<file path="config.mk">
export PLATFORM = sky130hd
export DESIGN_NAME = aritmetik_cok_dongulu
export DESIGN_NICKNAME = d
export VERILOG_FILES = /design/src/rtl/aritmetik_cok_dongulu.sv
export SDC_FILE = /design/constraint.sdc
export NUM_CORES = 1
export LEC_CHECK = 0
export BUFFER_PORTS_ARGS = -buffer_cell sky130_fd_sc_hd__buf_2
export CAP_MARGIN = 20
export CORE_AREA = 2 2 73 92
export CTS_BUF_LIST = sky130_fd_sc_hd__clkbuf_8
export DETAILED_ROUTE_END_ITERATION = 8
export DIE_AREA = 0 0 75 94
export PLACE_DENSITY_LB_ADDON = 0.2
export SYNTH_ARGS = -nofsm -noshare
export SYNTH_HDL_FRONTEND = slang
export SYNTH_SLANG_ARGS = --single-unit
</file>
<file path="constraint.sdc">
create_clock -name clk -period 2.1 [get_ports clk]
set_input_delay 0.21 -clock clk [delete_from_list [all_inputs] [get_ports clk]]
set_output_delay 0.21 -clock clk [all_outputs]
set_load 0.02 [all_outputs]
</file>
<file path="src/rtl/aritmetik_cok_dongulu.sv">
// Multi-cycle arithmetic unit: add/sub in one cycle, shift-add mul over W cycles.
// Restoring divide (opcode 110) is built only when ARITMETIK_BOLME_EN is defined.
`timescale 1ns/1ps
module aritmetik_cok_dongulu #(
  parameter int VERI_GENISLIK = 8,
  parameter int EMIR_GENISLIK = 16
) (
  input  logic                     clk,
  input  logic                     rst,
  input  logic                     gecerli_i,
  output logic                     hazir_o,
  input  logic [EMIR_GENISLIK-1:0] emir_i,
  input  logic [VERI_GENISLIK-1:0] veri1_i,
  input  logic [VERI_GENISLIK-1:0] veri2_i,
  output logic [VERI_GENISLIK-1:0] sonuc_o,
  output logic [VERI_GENISLIK-1:0] sonuc_ust_o,
  output logic                     elde_o,
  output logic                     sifir_o,
  output logic                     gecersiz_o,
  output logic                     veriyi_yaz_o
);

  localparam int W  = VERI_GENISLIK;
  localparam int SW = (W > 2) ? $clog2(W) : 1;

  localparam logic [2:0] OP_TOPLA = 3'b000;
  localparam logic [2:0] OP_CIKAR = 3'b010;
  localparam logic [2:0] OP_CARP  = 3'b100;
`ifdef ARITMETIK_BOLME_EN
  localparam logic [2:0] OP_BOL   = 3'b110;
`endif

`ifdef ARITMETIK_BOLME_EN
  typedef enum logic [1:0] {BOS, CARP, BOL} durum_t;
`else
  typedef enum logic [1:0] {BOS, CARP} durum_t;
`endif

  durum_t durum_q, durum_d;

  logic [SW-1:0] sayac_q, sayac_d;
  logic [W-1:0]  a_q, a_d;
  logic [W-1:0]  ust_q, ust_d;
  logic [W-1:0]  alt_q, alt_d;

  logic [W-1:0] sonuc_q, sonuc_d;
  logic [W-1:0] sonuc_ust_q, sonuc_ust_d;
  logic         elde_q, elde_d;
  logic         sifir_q, sifir_d;
  logic         gecersiz_q, gecersiz_d;
  logic         yaz_q, yaz_d;

  logic [2:0] op;
  logic       is_topla, is_cikar, is_carp;
  logic       kabul, son_adim;

  logic [W:0]   toplam, fark;
  logic [W:0]   carp_top;
  logic [W-1:0] carp_ust_n, carp_alt_n;

  logic unused_emir;

  assign unused_emir = ^emir_i[EMIR_GENISLIK-1:3];

  assign op       = emir_i[2:0];
  assign is_topla = (op == OP_TOPLA);
  assign is_cikar = (op == OP_CIKAR);
  assign is_carp  = (op == OP_CARP);

  assign hazir_o  = (durum_q == BOS);
  assign kabul    = gecerli_i && hazir_o;
  assign son_adim = (sayac_q == SW'(W - 1));

  assign toplam = {1'b0, veri1_i} + {1'b0, veri2_i};
  assign fark   = {1'b0, veri1_i} - {1'b0, veri2_i};

  // Accumulator {ust,alt}: alt starts as the multiplier and shifts out LSB-first.
  assign carp_top   = {1'b0, ust_q} + (alt_q[0] ? {1'b0, a_q} : '0);
  assign carp_ust_n = carp_top[W:1];
  assign carp_alt_n = {carp_top[0], alt_q[W-1:1]};

`ifdef ARITMETIK_BOLME_EN
  logic         is_bol;
  logic [W:0]   bol_kay, bol_fark;
  logic         bol_ok;
  logic [W-1:0] bol_kalan_n, bol_bolum_n;

  assign is_bol = (op == OP_BOL);

  // ust holds the partial remainder, alt the dividend turning into the quotient.
  // A zero divisor always "fits", giving all-ones quotient and remainder = dividend.
  assign bol_kay     = {ust_q, alt_q[W-1]};
  assign bol_fark    = bol_kay - {1'b0, a_q};
  assign bol_ok      = !bol_fark[W];
  assign bol_kalan_n = bol_ok ? bol_fark[W-1:0] : bol_kay[W-1:0];
  assign bol_bolum_n = {alt_q[W-2:0], bol_ok};
`endif

  always_comb begin
    durum_d     = durum_q;
    sayac_d     = sayac_q;
    a_d         = a_q;
    ust_d       = ust_q;
    alt_d       = alt_q;
    sonuc_d     = sonuc_q;
    sonuc_ust_d = sonuc_ust_q;
    elde_d      = elde_q;
    sifir_d     = sifir_q;
    gecersiz_d  = 1'b0;
    yaz_d       = 1'b0;

    unique case (durum_q)
      BOS: begin
        if (kabul) begin
          unique case (1'b1)
            is_topla: begin
              sonuc_d     = toplam[W-1:0];
              sonuc_ust_d = '0;
              elde_d      = toplam[W];
              sifir_d     = (toplam[W-1:0] == '0);
              yaz_d       = 1'b1;
            end
            is_cikar: begin
              sonuc_d     = fark[W-1:0];
              sonuc_ust_d = '0;
              elde_d      = fark[W];
              sifir_d     = (fark[W-1:0] == '0);
              yaz_d       = 1'b1;
            end
            is_carp: begin
              a_d     = veri1_i;
              ust_d   = '0;
              alt_d   = veri2_i;
              sayac_d = '0;
              durum_d = CARP;
            end
`ifdef ARITMETIK_BOLME_EN
            is_bol: begin
              a_d     = veri2_i;
              ust_d   = '0;
              alt_d   = veri1_i;
              sayac_d = '0;
              durum_d = BOL;
            end
`endif
            default: gecersiz_d = 1'b1;
          endcase
        end
      end
      CARP: begin
        ust_d   = carp_ust_n;
        alt_d   = carp_alt_n;
        sayac_d = sayac_q + SW'(1);
        if (son_adim) begin
          sayac_d     = '0;
          durum_d     = BOS;
          sonuc_d     = carp_alt_n;
          sonuc_ust_d = carp_ust_n;
          elde_d      = 1'b0;
          sifir_d     = ({carp_ust_n, carp_alt_n} == '0);
          yaz_d       = 1'b1;
        end
      end
`ifdef ARITMETIK_BOLME_EN
      BOL: begin
        ust_d   = bol_kalan_n;
        alt_d   = bol_bolum_n;
        sayac_d = sayac_q + SW'(1);
        if (son_adim) begin
          sayac_d     = '0;
          durum_d     = BOS;
          sonuc_d     = bol_bolum_n;
          sonuc_ust_d = bol_kalan_n;
          elde_d      = 1'b0;
          sifir_d     = (bol_bolum_n == '0);
          gecersiz_d  = (a_q == '0);
          yaz_d       = 1'b1;
        end
      end
`endif
      default: begin
        durum_d = BOS;
        sayac_d = '0;
      end
    endcase
  end

  always_ff @(posedge clk or negedge rst) begin
    if (!rst) begin
      durum_q     <= BOS;
      sayac_q     <= '0;
      a_q         <= '0;
      ust_q       <= '0;
      alt_q       <= '0;
      sonuc_q     <= '0;
      sonuc_ust_q <= '0;
      elde_q      <= 1'b0;
      sifir_q     <= 1'b0;
      gecersiz_q  <= 1'b0;
      yaz_q       <= 1'b0;
    end else begin
      durum_q     <= durum_d;
      sayac_q     <= sayac_d;
      a_q         <= a_d;
      ust_q       <= ust_d;
      alt_q       <= alt_d;
      sonuc_q     <= sonuc_d;
      sonuc_ust_q <= sonuc_ust_d;
      elde_q      <= elde_d;
      sifir_q     <= sifir_d;
      gecersiz_q  <= gecersiz_d;
      yaz_q       <= yaz_d;
    end
  end

  assign sonuc_o      = sonuc_q;
  assign sonuc_ust_o  = sonuc_ust_q;
  assign elde_o       = elde_q;
  assign sifir_o      = sifir_q;
  assign gecersiz_o   = gecersiz_q;
  assign veriyi_yaz_o = yaz_q;

endmodule
</file>
# Word level (Yosys, flattened, before mapping)
# Cells that the tools add are included.
# totals
register_bits	49
inputBits	35
output_inout_bits	21
word_cells	77
# classes
add_sub_neg	4
n_eq_ne	9
muxes	38
n_reduce_logical	15
# op_table
operator	count
8-bit two-way mux	10
8-bit case mux with 2 select lines	5
8-bit by 8-bit adder with 9-bit output	2
16-bit zero test	1
8-bit zero test	2
1-bit two-way mux	10
1-bit case mux with 2 select lines	5
3-bit two-way mux	3
3-bit AND reduction	3
8-bit by 8-bit subtractor with 9-bit output	1
4-bit AND reduction	2
3-bit == test (second input constant)	2
2-bit two-way mux	3
3-bit case mux with 2 select lines	1
2-bit by 1-bit != test with 1-bit output (second input constant)	2
2-bit != test (second input constant)	2
2-bit case mux with 2 select lines	1
3-bit by 1-bit adder with 3-bit output (second input constant)	1
3-bit by 2-bit == test with 1-bit output (second input constant)	1
3-bit zero test	1
3-bit by 1-bit != test with 1-bit output (second input constant)	1
3-bit OR reduction	1
2-bit by 1-bit == test with 1-bit output (second input constant)	1
2-bit zero test	1
other kinds (4)	4

# Longest topological paths before layout
# Gate-level depths: netlist of run 1.
# logic_depth
ltp_word	5
ltp_mapped	11
mapped_depth_nobuf	11

# Least setup slack after synthesis of run 1
# Ideal clock, no wire load.
# synth_path
path_kind	reg2reg
startpoint	register alt_q[0]
endpoint	register sonuc_ust_q[7], in the netlist sonuc_ust_o[7]
setup_time_ns	0.127
arrival_ns	2.158
required_time_ns	1.973
setup_slack_ns	-0.185
stages_incl_launch_ff	11
path_buffers	0
period_less_slack_ns	2.285
cell_sequence	dfrtp_1 -> and2_1 -> ha_1 -> fa_1 -> a21oi_1 -> o21ai_1 -> a21oi_1 -> o21bai_1 -> a21oi_1 -> nor2_1 -> mux2_1
# synth_via
elab_chain_len	4
# synth_lines
item	line	rtl
start: declaration	44	logic [W-1:0] alt_q, alt_d;
start signal: assignment	206	alt_q <= alt_d;
8-bit two-way mux	78	assign carp_top = {1'b0, ust_q} + (alt_q[0] ? {1'b0, a_q} : '0);
8-bit by 8-bit adder with 9-bit output	78	
8-bit two-way mux	154	if (son_adim) begin
8-bit case mux with 2 select lines	112	unique case (durum_q)
end signal: assignment	208	sonuc_ust_q <= sonuc_ust_d;
end: declaration	47	logic [W-1:0] sonuc_ust_q, sonuc_ust_d;
# No other way between the ends. The select of a mux whose other input is x is not followed.
# A chain may end at the register's enable or synchronous reset.

# Final worst setup path of run 1
# layout_path
startpoint	register alt_q[0]
endpoint	register sonuc_ust_q[6], in the netlist sonuc_ust_o[6]
# The elaborated chain is that of the path after synthesis.

==> flow_summary.ini, run 1 <==
[clock_tree]
htree_levels = 2
ctsLongestPathBuffers = 2
cts_buffers = 5
cts_tree = done
clock_latency_ns = 0.30
clk_pin_slew_ns = 0.09
root_buffer = clkbuf_8
clock-sinks = 48

[grt]
grt_pass1_vias = 2927
gr-total-overflow = 0
antenna_found_initial = 0
grt.total_usage = 0.2554
grt_first_pass_wirelength_um = 13740
grt_max_degree = 49

[synth]
yosys_warnings = 0
synth.yosys.seq_area_share = 0.3753
synth_fa_ha_area_frac = 0.1204
synth_cells = 343
synth_edf_count = 0
synth_top_family_by_area = simple AND/OR/NAND/NOR gates
ys_seq_elements = 48
synth_nets = 407
synth_compound_area_frac = 0.1771
synth_xor_area_frac = 0.04105
ys_top_cells_by_area = dfrtp_1, ha_1, nand2_1
synthArstFlopShare = 1.000
synth_mux_area_frac = 0.06333
synth_area_sq_um = 3201
yosysTopAreaCell = dfrtp_1
synth_flop_cell = dfrtp_1
synth-simple-area-share = 0.1806
synth_top_area_frac = 0.3753
synth_cell_types = 58
avgSynthCellArea_sq_um = 9.331

[die]
initial_utilization = 0.5225
io_pins = 56
core_sq_um = 6126
die_area_sq_um = 7050
die_h_um = 94
die_x_um = 75
num_rows = 32

[timing]
finalHoldViolations = 7
finalClockSkew_ns = 0.006221
fin_ws_ns = -0.1365
relSlewSlack = 0.5886
max_freq_mhz = 447.1
rsz0062_at_grt = true
whs_ns = -0.004961
worst_slew_pin_slew_ns = 0.6148
maxSlewViolCount = 0
finalSetupViolations = 5
period_needed_ns = 2.236
fin_crit_sh = 1.065
tns_ns = -0.5078

[drt]
wl_met2_um = 4159
wl_per_cell_um = 15.85
drcViolationCount = 0
drtPass1Iterations = 4
met3_length_um = 309
avgViaCountPerCell = 5.477
antenna_left = 0
drt_iter0_drc = 188
wl_met1_um = 3618
finalWirelength_um = 8211
vias = 2837
top_layer = met4

[placement]
gp_congestion = 0.9101
placed_cells = 509
dpl-instance-area_sq_um = 3846
port_buffers = 42
pre_cts_ws_ns = -0.2716
post-dp-hpwl_um = 6336

[setup_path]
cp-end-kind = register
r2r-end = sonuc_ust_o[6]$_DFFE_PN0P_
r2r_start = alt_q[0]$_DFFE_PN0P_
path_max_fanout = 6
crit_arrival_ns = 2.45
critPathLaunch = alt_q[0]$_DFFE_PN0P_
crit_required_ns = 2.32
reg2regPathDepth = 10
r2r_slack_ns = -0.14
crit_type = register to register
crit_path_start_kind = register
endpoint = sonuc_ust_o[6]$_DFFE_PN0P_

[finish]
instances_no_fill = 518
final_common_cell = buf_4
final_area_sq_um = 4145
final_core_util = 0.6767
n_antenna_cell = 0
fill_cells = 509
final_cell_mix = buf_4, dfrtp_1, nand2_1, buf_2, nor2_1
multi_input_area_sq_um = 2073
drive_above_1_share = 0.3372
nets = 497
seqCellArea_sq_um = 1201
area_growth_pct = 29.52

[status]
violations = negative hold slack, negative setup slack
status = finished with violations

[power]
internal_power_mw = 2.591
pwr-share-clk = 0.120
cellPowerDensity_nw_per_um2 = 1072
power_frac_comb = 0.535
sw_frac_of_total = 0.4170
ir_drop_mv = 0.5442
p_sw_mw = 1.853
p_seq_frac = 0.345
leakagePower_nw = 2.009

[hold_path]
hold_path.class = input port to asynchronous set/reset pin

[flow_run]
drv_cap = 0
==> worst min path at each step <==
stage               start                   end  slack, ns
finish                rst  ust_q[3]$_DFFE_PN0P_     -0.005
floorplan             rst    a_q[0]$_DFFE_PN0P_      -0.09
global placement      rst  ust_q[3]$_DFFE_PN0P_       0.34
CTS                   rst    a_q[1]$_DFFE_PN0P_       0.02
global route          rst    a_q[1]$_DFFE_PN0P_       0.04
detailed placement    rst  ust_q[3]$_DFFE_PN0P_       0.34
==> per-stage QoR <==
stage | total power, mW | hold WS, ns
6_report | 4.445 | -0.004961
5_1_grt | 4.791 | 0.04099
4_1_cts | 4.364 | 0.01630
3_5_place_dp | 3.660 | 0.3398
3_3_place_gp | 3.599 | 0.3440
2_1_floorplan | 2.865 | -0.08559
==> layer usage <==
layer  up-vias  global-route usage
li1       1391                   -
met1      1361              0.3251
met2        77              0.4459
met3         8             0.03433
met4         0             0.06696
met5         -                   0
==> power by group through the flow <==
stage / clock, mW / sequential [mW] / combinational (mW)
global placement: 0 / 1.52 / 2.08
detailed placement: 0 / 1.53 / 2.13
CTS: 0.545 / 1.53 / 2.29
finish: 0.534 / 1.53 / 2.38
floorplan: 0 / 1.66 / 1.21
global route: 0.594 / 1.58 / 2.62
==> cell usage after synthesis, drive strengths merged (3+ instances only) <==
| cell | number |
|---|---|
| o221ai | 4 |
| inv | 21 |
| o21a | 5 |
| ha | 26 |
| and2 | 8 |
| mux2 | 10 |
| dfrtp | 48 |
| or4 | 3 |
| clkbuf | 9 |
| o21ai | 28 |
| xnor2 | 12 |
| xor2 | 3 |
| mux2i | 9 |
| a21o | 3 |
| or3 | 3 |
| fa | 3 |
| nor3 | 7 |
| nand2 | 42 |
| a21oi | 21 |
| nand3 | 11 |
| nor2 | 25 |
| nand2b | 4 |
==> cell families (layout without fill, tap and decap cells) <==
family / after synthesis / after routing
muxes: 19 / 19
AOI/OAI and AO/OA: 85 / 85
and+or+nand+nor: 115 / 115
DFF: 48 / 48
adders and majority gates: 29 / 29
xor gates and xnor gates: 15 / 15
buffers and inverters: 32 / 122
==> critical path, cell delays in order, from the launching register on <==
cell	delay, ns
dfrtp_1	0.41
buf_4	0.16
and2_4	0.15
ha_4	0.30
and3_4	0.20
o2bb2ai_4	0.15
nor4b_4	0.07
a41oi_2	0.24
o311ai_4	0.15
buf_4	0.17
o31ai_4	0.16
==> cell type report <==
type                       count  share of cell area
timing repair buffer          94              0.1458
tap                           85             0.02566
multi-input combinational    263              0.5002
clock inverter                 2            0.003018
inverter                      21             0.01902
sequential                    48              0.2898
clock buffer                   5             0.01660
==> what timing repair did <==
action	in CTS	in global routing
pin swaps	9	6
hold buffers	0	0
setup buffers	3	0
endpoints found under the setup margin	8	12
resized for setup	22	11
==> sequential cells by signal, summed over array words and instances (netlist names) <==
name          flops
a_q               8
alt_q             8
sonuc_o           8
sonuc_ust_o       8
ust_q             8
sayac_q           3
durum_q           1
elde_o            1
gecersiz_o        1
sifir_o           1
veriyi_yaz_o      1
Note: power is estimated with default switching activity, not from simulation.
==> run 2: changes to the inputs <==
ABC_AREA = 1   (was not set)
CORE_AREA = 2 2 74 94   (was 2 2 73 92)
DIE_AREA = 0 0 76 96   (was 0 0 75 94)
==> run 2 against run 1 <==
  * Cell count rose by 16%
  * Critical path type unchanged
  * Flip-flop and latch count unchanged
  * Clock-buffer cell count is the same
  * Via count is 7.6% higher
  * Combinational power shrank 21%
  * The flow now finishes without violations
==> flow_summary.ini, run 2 <==
[finish]
instances_no_fill = 599
area_growth_pct = 14.11
drive_above_1_share = 0.1602
final_core_util = 0.5930
n_antenna_cell = 0
final_common_cell = nand2_1
nets = 575
final_cell_mix = nand2_1, dfrtp_1, inv_1

[placement]
pre_cts_ws_ns = 0.1300
placed_cells = 590
gp_congestion = 0.9451
port_buffers = 42
post-dp-hpwl_um = 6140

[die]
die_x_um = 76
die_h_um = 96
io_pins = 56
initial_utilization = 0.5196
core_sq_um = 6400
num_rows = 33
die_area_sq_um = 7296

[setup_path]
r2r-end = sifir_o$_DFFE_PN0P_
reg2regPathDepth = 15
r2r_start = alt_q[0]$_DFFE_PN0P_
crit_required_ns = 2.35
crit_type = register to register
cp-end-kind = register
crit_path_start_kind = register
path_max_fanout = 3
crit_arrival_ns = 2.22
r2r_slack_ns = 0.13

[drt]
drcViolationCount = 0
finalWirelength_um = 7723
drtPass1Iterations = 5
drt_iter0_drc = 144
vias = 3052
antenna_left = 0
wl_per_cell_um = 12.89
avgViaCountPerCell = 5.095

[synth]
synth_cells = 465
synth.yosys.seq_area_share = 0.3612
synth_top_area_frac = 0.3612
synth_flop_cell = dfrtp_1
synth_edf_count = 0
synth_nets = 529
avgSynthCellArea_sq_um = 7.152
ys_seq_elements = 48
synth_area_sq_um = 3326
yosysTopAreaCell = dfrtp_1
synth_cell_types = 34
synth_common_cells = nand2_1, dfrtp_1, inv_1
synthArstFlopShare = 1.000
yosys_warnings = 0
yosysMostFrequentCell = nand2_1
ys_top_cells_by_area = dfrtp_1, nand2_1, ha_1

[grt]
antenna_found_initial = 0
grt_first_pass_wirelength_um = 13460
gr-total-overflow = 0
grt_pass1_vias = 3003
grt.total_usage = 0.2312
grt_max_degree = 19

[timing]
rsz0062_at_grt = true
period_needed_ns = 1.965
maxSlewViolCount = 0
fin_ws_ns = 0.1345
relSlewSlack = 0.7187
finalHoldViolations = 0
finalSetupViolations = 0
worst_slew_pin_slew_ns = 0.4219
finalClockSkew_ns = 0.01231
max_freq_mhz = 508.8
fin_crit_sh = 0.9359

[power]
sw_frac_of_total = 0.4205
p_sw_mw = 1.713
power_frac_comb = 0.460
pwr-share-clk = 0.166
cellPowerDensity_nw_per_um2 = 1073
p_seq_frac = 0.375
leakagePower_nw = 2.177
internal_power_mw = 2.360
ir_drop_mv = 0.3739

[clock_tree]
htree_levels = 2
ctsLongestPathBuffers = 2
clk_pin_slew_ns = 0.10
cts_buffers = 5
clock-sinks = 48
root_buffer = clkbuf_8
clock_latency_ns = 0.31
cts_tree = done
post-cts-setup-buffers = 0

[hold_path]
hold-path-cell-count = 3
hp-start = veri1_i[7]
whs_endpoint = a_q[7]$_DFFE_PN0P_
hold_path.class = input port to register

[status]
status = finished, final reports clean

[flow_run]
drv_cap = 0
run 2: cell count changes after synthesis, moves of 5 or more:
cell      delta
a21oi_1      -6
and2_1       -7
inv_1       +27
inv_2        +8
mux2_2       -8
mux2i_1      -9
nand2_1    +140
nand3_1     +21
nor2_1       +5
o211ai_1     +6
o21ai_0      -6
xnor2_1     -10
run 2: timing repair:
action / CTS / global route
endpoints found under the setup margin: 0 / 4
gates resized for setup: 0 / 7
endpoints found under the hold margin: 16 / 0
hold buffers: 1 / 0
run 2: worst max-delay path by stage:
stage / from / end / slack, ns / depth (start not counted)
after floorplan: alt_q[0]$_DFFE_PN0P_ / sifir_o$_DFFE_PN0P_ / 0.16 / 16
after global placement: alt_q[0]$_DFFE_PN0P_ / sifir_o$_DFFE_PN0P_ / 0.16 / 15
after detailed placement: alt_q[0]$_DFFE_PN0P_ / sifir_o$_DFFE_PN0P_ / 0.13 / 15
after CTS: alt_q[0]$_DFFE_PN0P_ / sifir_o$_DFFE_PN0P_ / 0.1 / 15
after global routing: alt_q[0]$_DFFE_PN0P_ / sifir_o$_DFFE_PN0P_ / -0.05 / 15
final: alt_q[0]$_DFFE_PN0P_ / sifir_o$_DFFE_PN0P_ / 0.13 / 15
run 2: kinds of logic (layout without fill, tap and decap cells):
family          count (synthesis)  count (layout)  share of synthesized area
simple gates                  256             256                     0.3202
buf+inv                        71             118                    0.09105
compound gates                 58              58                     0.1038
flops                          48              48                     0.3612
fa+ha+maj                      29              29                     0.1159
xor+xnor                        3               3                   0.007902
run 2: final cells by class:
type / instances / area (sq um)
Fill cell: 619 / 2605
Timing Repair Buffer: 53 / 307.8
Sequential cell: 48 / 1201
Tap cell: 87 / 108.9
Multi-Input combinational cell: 346 / 1847
Clock inverter: 3 / 42.54
Clock buffer: 5 / 68.82
Inverter: 57 / 219.0
run 2: worst max-delay path, cell delays in order (launching register included):
cell,delay [ns]
dfrtp_1,0.41
nand2_1,0.08
inv_2,0.05
ha_4,0.16
fa_2,0.45
inv_1,0.07
nand2_1,0.05
nor2_1,0.08
nand2_1,0.05
nor2_1,0.10
nand3_1,0.09
nor2_1,0.10
nand3_1,0.07
nand2_1,0.07
inv_1,0.04
nand2_1,0.04
run 2: metal layers:
layer	GRT usage	routed length, um	vias up	share of wire
met5	0	0	-	0
met4	0.1379	317	0	0.041
met3	0.01782	169	23	0.022
met2	0.4219	3958	64	0.51
met1	0.2704	3277	1396	0.42
li1	-	-	1569	-
run 2: through the flow:
step | area (sq um) | hold WS, ns | total power, mW | setup TNS, ns
floorplan | 3326 | -0.08559 | 2.822 | 0
global placement | 3649 | 0.1597 | 3.348 | 0
detailed placement | 3649 | 0.1669 | 3.391 | 0
CTS | 3770 | 0.1457 | 4.074 | 0
global route | 3795 | 0.1607 | 4.422 | -0.04514
finish | 3795 | 0.1502 | 4.073 | 0
run 2: power groups by stage:
stage	registers, mW	logic (mW)	clock network (mW)
after floorplan	1.66	1.16	0
after global placement	1.53	1.82	0
after detailed placement	1.54	1.86	0
after CTS	1.52	1.86	0.691
after global routing	1.58	2.12	0.724
final	1.53	1.87	0.676
==> run 3: changes to the inputs <==
CAP_MARGIN = not set   (was 20)
CORE_AREA = 2 2 107 134   (was 2 2 74 94)
DIE_AREA = 0 0 109 136   (was 0 0 76 96)
==> run 3 against run 2 <==
  * Power down 1.8%
  * Via count down 2.0%
  * Clock power down 17%
  * Cell count up 15%
  * Sequential share of layout area down 0.84 points
  * Clock skew about the same
  * Combinational power up 2%
  * Setup slack about the same
  * Critical path depth unchanged
==> flow_summary.ini, run 3 (synthesis gave the netlist of run 2 again) <==
[status]
status = finished, final reports clean

[setup_path]
reg2regPathDepth = 15
cpLargestDelayFamily = simple AND/OR/NAND/NOR gates
critPathLaunch = a_q[0]$_DFFE_PN0P_
endpoint = sifir_o$_DFFE_PN0P_
timing.critical_path.buf_inv = 2
crit_chain = nand2_1 -> inv_2 -> ha_4 -> fa_2 -> nand2_1 -> nand2_2 -> nor2_2 -> nand2_1 -> nor2_2 -> nand3_1 -> nor2_1 -> nand3_1 -> nand2_1 -> inv_1 -> nand2_1
r2r_slack_ns = 0.13
crit_top_cell = nand2_1
crit_required_ns = 2.35
cp-end-kind = register
slowest_stage = dfrtp_1
crit_path_start_kind = register
r2r-end = sifir_o$_DFFE_PN0P_
crit_cells = 15
path_max_fanout = 3
crit_type = register to register
max_stage_delay_ns = 0.40
r2r_start = a_q[0]$_DFFE_PN0P_
crit_arrival_ns = 2.22

[clock_tree]
clk_pin_slew_ns = 0.10
htree_levels = 2
clock_latency_ns = 0.31
clock-sinks = 48
ctsLongestPathBuffers = 2
root_buffer = clkbuf_8
cts_buffers = 5
cts_tree = done

[grt]
gr-total-overflow = 0
grt.total_usage = 0.1293
grt_max_degree = 28
antenna_found_initial = 0
grt_first_pass_wirelength_um = 14940
grt_pass1_vias = 3158

[die]
io_pins = 56
die_x_um = 109
num_rows = 48
die_area_sq_um = 14820
initial_utilization = 0.2439
die_h_um = 136
core_sq_um = 13630

[flow_run]
drv_cap = 0

[timing]
finalHoldViolations = 0
finalClockSkew_ns = 0.01190
finalSetupViolations = 0
period_needed_ns = 1.966
tns_ns = 0
worst_slew_pin_slew_ns = 0.5373
rsz0062_at_grt = true
max_freq_mhz = 508.7
relSlewSlack = 0.6418
fin_crit_sh = 0.9360
maxSlewViolCount = 0

[drt]
avgViaCountPerCell = 4.352
antenna_left = 0
drtPass1Iterations = 6
drt_iter0_drc = 107
drcViolationCount = 0
vias = 2990
finalWirelength_um = 8908
wl_per_cell_um = 12.97

[finish]
n_antenna_cell = 0
final_area_sq_um = 3899
nets = 575
area_growth_pct = 17.23
final_common_cell = nand2_1
final_cell_mix = nand2_1, dfrtp_1, inv_1
instances_no_fill = 687
drive_above_1_share = 0.1660

[power]
ir_drop_mv = 0.2679
leakagePower_nw = 2.169
p_total_mw = 3.998
cellPowerDensity_nw_per_um2 = 1026

[placement]
placed_cells = 677
dpl-instance-area_sq_um = 3751
gp_congestion = 0.8564
port_buffers = 42
post-dp-hpwl_um = 7234

[hold_path]
hold_path.class = input port to register
## run 3: cell types whose count changed in the layout (fill, tap and decap cells not counted)
| cell | change |
|---|---|
| nand2_1 | -2 |
| a21oi_1 | +1 |
| ha_4 | +1 |
| nand2_2 | +2 |
| ha_2 | -1 |
| nor2_1 | -2 |
| bufinv_16 | -1 |
| inv_2 | +1 |
| clkinv_2 | -1 |
| a21oi_2 | -1 |
| nor2_2 | +2 |
| clkinv_4 | +1 |
## run 3: worst reg2reg max path: stages (launching register included)
cell and delay, ns:
dfrtp_1 0.40, nand2_1 0.08, inv_2 0.04, ha_4 0.15, fa_2 0.37, nand2_1 0.10
nand2_2 0.07, nor2_2 0.11, nand2_1 0.08, nor2_2 0.10, nand3_1 0.10, nor2_1 0.11
nand3_1 0.07, nand2_1 0.07, inv_1 0.03, nand2_1 0.04
## run 3: routing by layer
metal	vias up	GRT usage	wire, um
met2	56	0.2367	4597
li1	1568	-	-
met5	-	0	0
met4	0	0.05342	265
met3	18	0.01822	246
met1	1348	0.1480	3799
## run 3: stage by stage
stage / util / setup WS, ns / hold WS [ns]
after floorplan: - / 0.1632 / -0.08559
after global placement: 0.2751 / 0.09857 / 0.2317
after detailed placement: 0.2751 / 0.1120 / 0.2272
after CTS: 0.2824 / 0.08042 / 0.1563
after global routing: 0.2860 / -0.02758 / 0.1672
final: 0.2860 / 0.1343 / 0.1632
## run 3: power by group
part | total, mW | switching [mW] | internal (mW)
clock network | 0.561 | 0.329 | 0.233
registers | 1.52 | 0.232 | 1.29
logic | 1.91 | 1.20 | 0.716
total | 4.00 | 1.76 | 2.24
## run 3: cell type report
cell class / instances / area, sq um
Tap cell: 175 / 219.0
Fill cell: 1477 / 9734
Inverter: 57 / 219.0
Clock inverter: 3 / 20.02
Sequential cell: 48 / 1201
Multi-Input combinational cell: 346 / 1863
Timing Repair Buffer: 53 / 307.8
Clock buffer: 5 / 68.82
## run 3: what timing repair did
action | CTS | global route
gates resized for setup | 0 | 11
buffers inserted | 0 | 1
endpoints found under the setup margin | 0 | 4
endpoints found under the hold margin | 21 | 0
hold buffers | 1 | 0
## run 3: worst min path at each step
stage / cells after the start / start / endpoint
floorplan: 0 / rst / a_q[0]$_DFFE_PN0P_
global placement: 1 / rst / sonuc_ust_o[1]$_DFFE_PN0P_
detailed placement: 1 / rst / ust_q[1]$_DFFE_PN0P_
CTS: 3 / veri2_i[0] / alt_q[0]$_DFFE_PN0P_
global route: 3 / veri1_i[6] / a_q[6]$_DFFE_PN0P_
finish: 3 / veri1_i[7] / a_q[7]$_DFFE_PN0P_
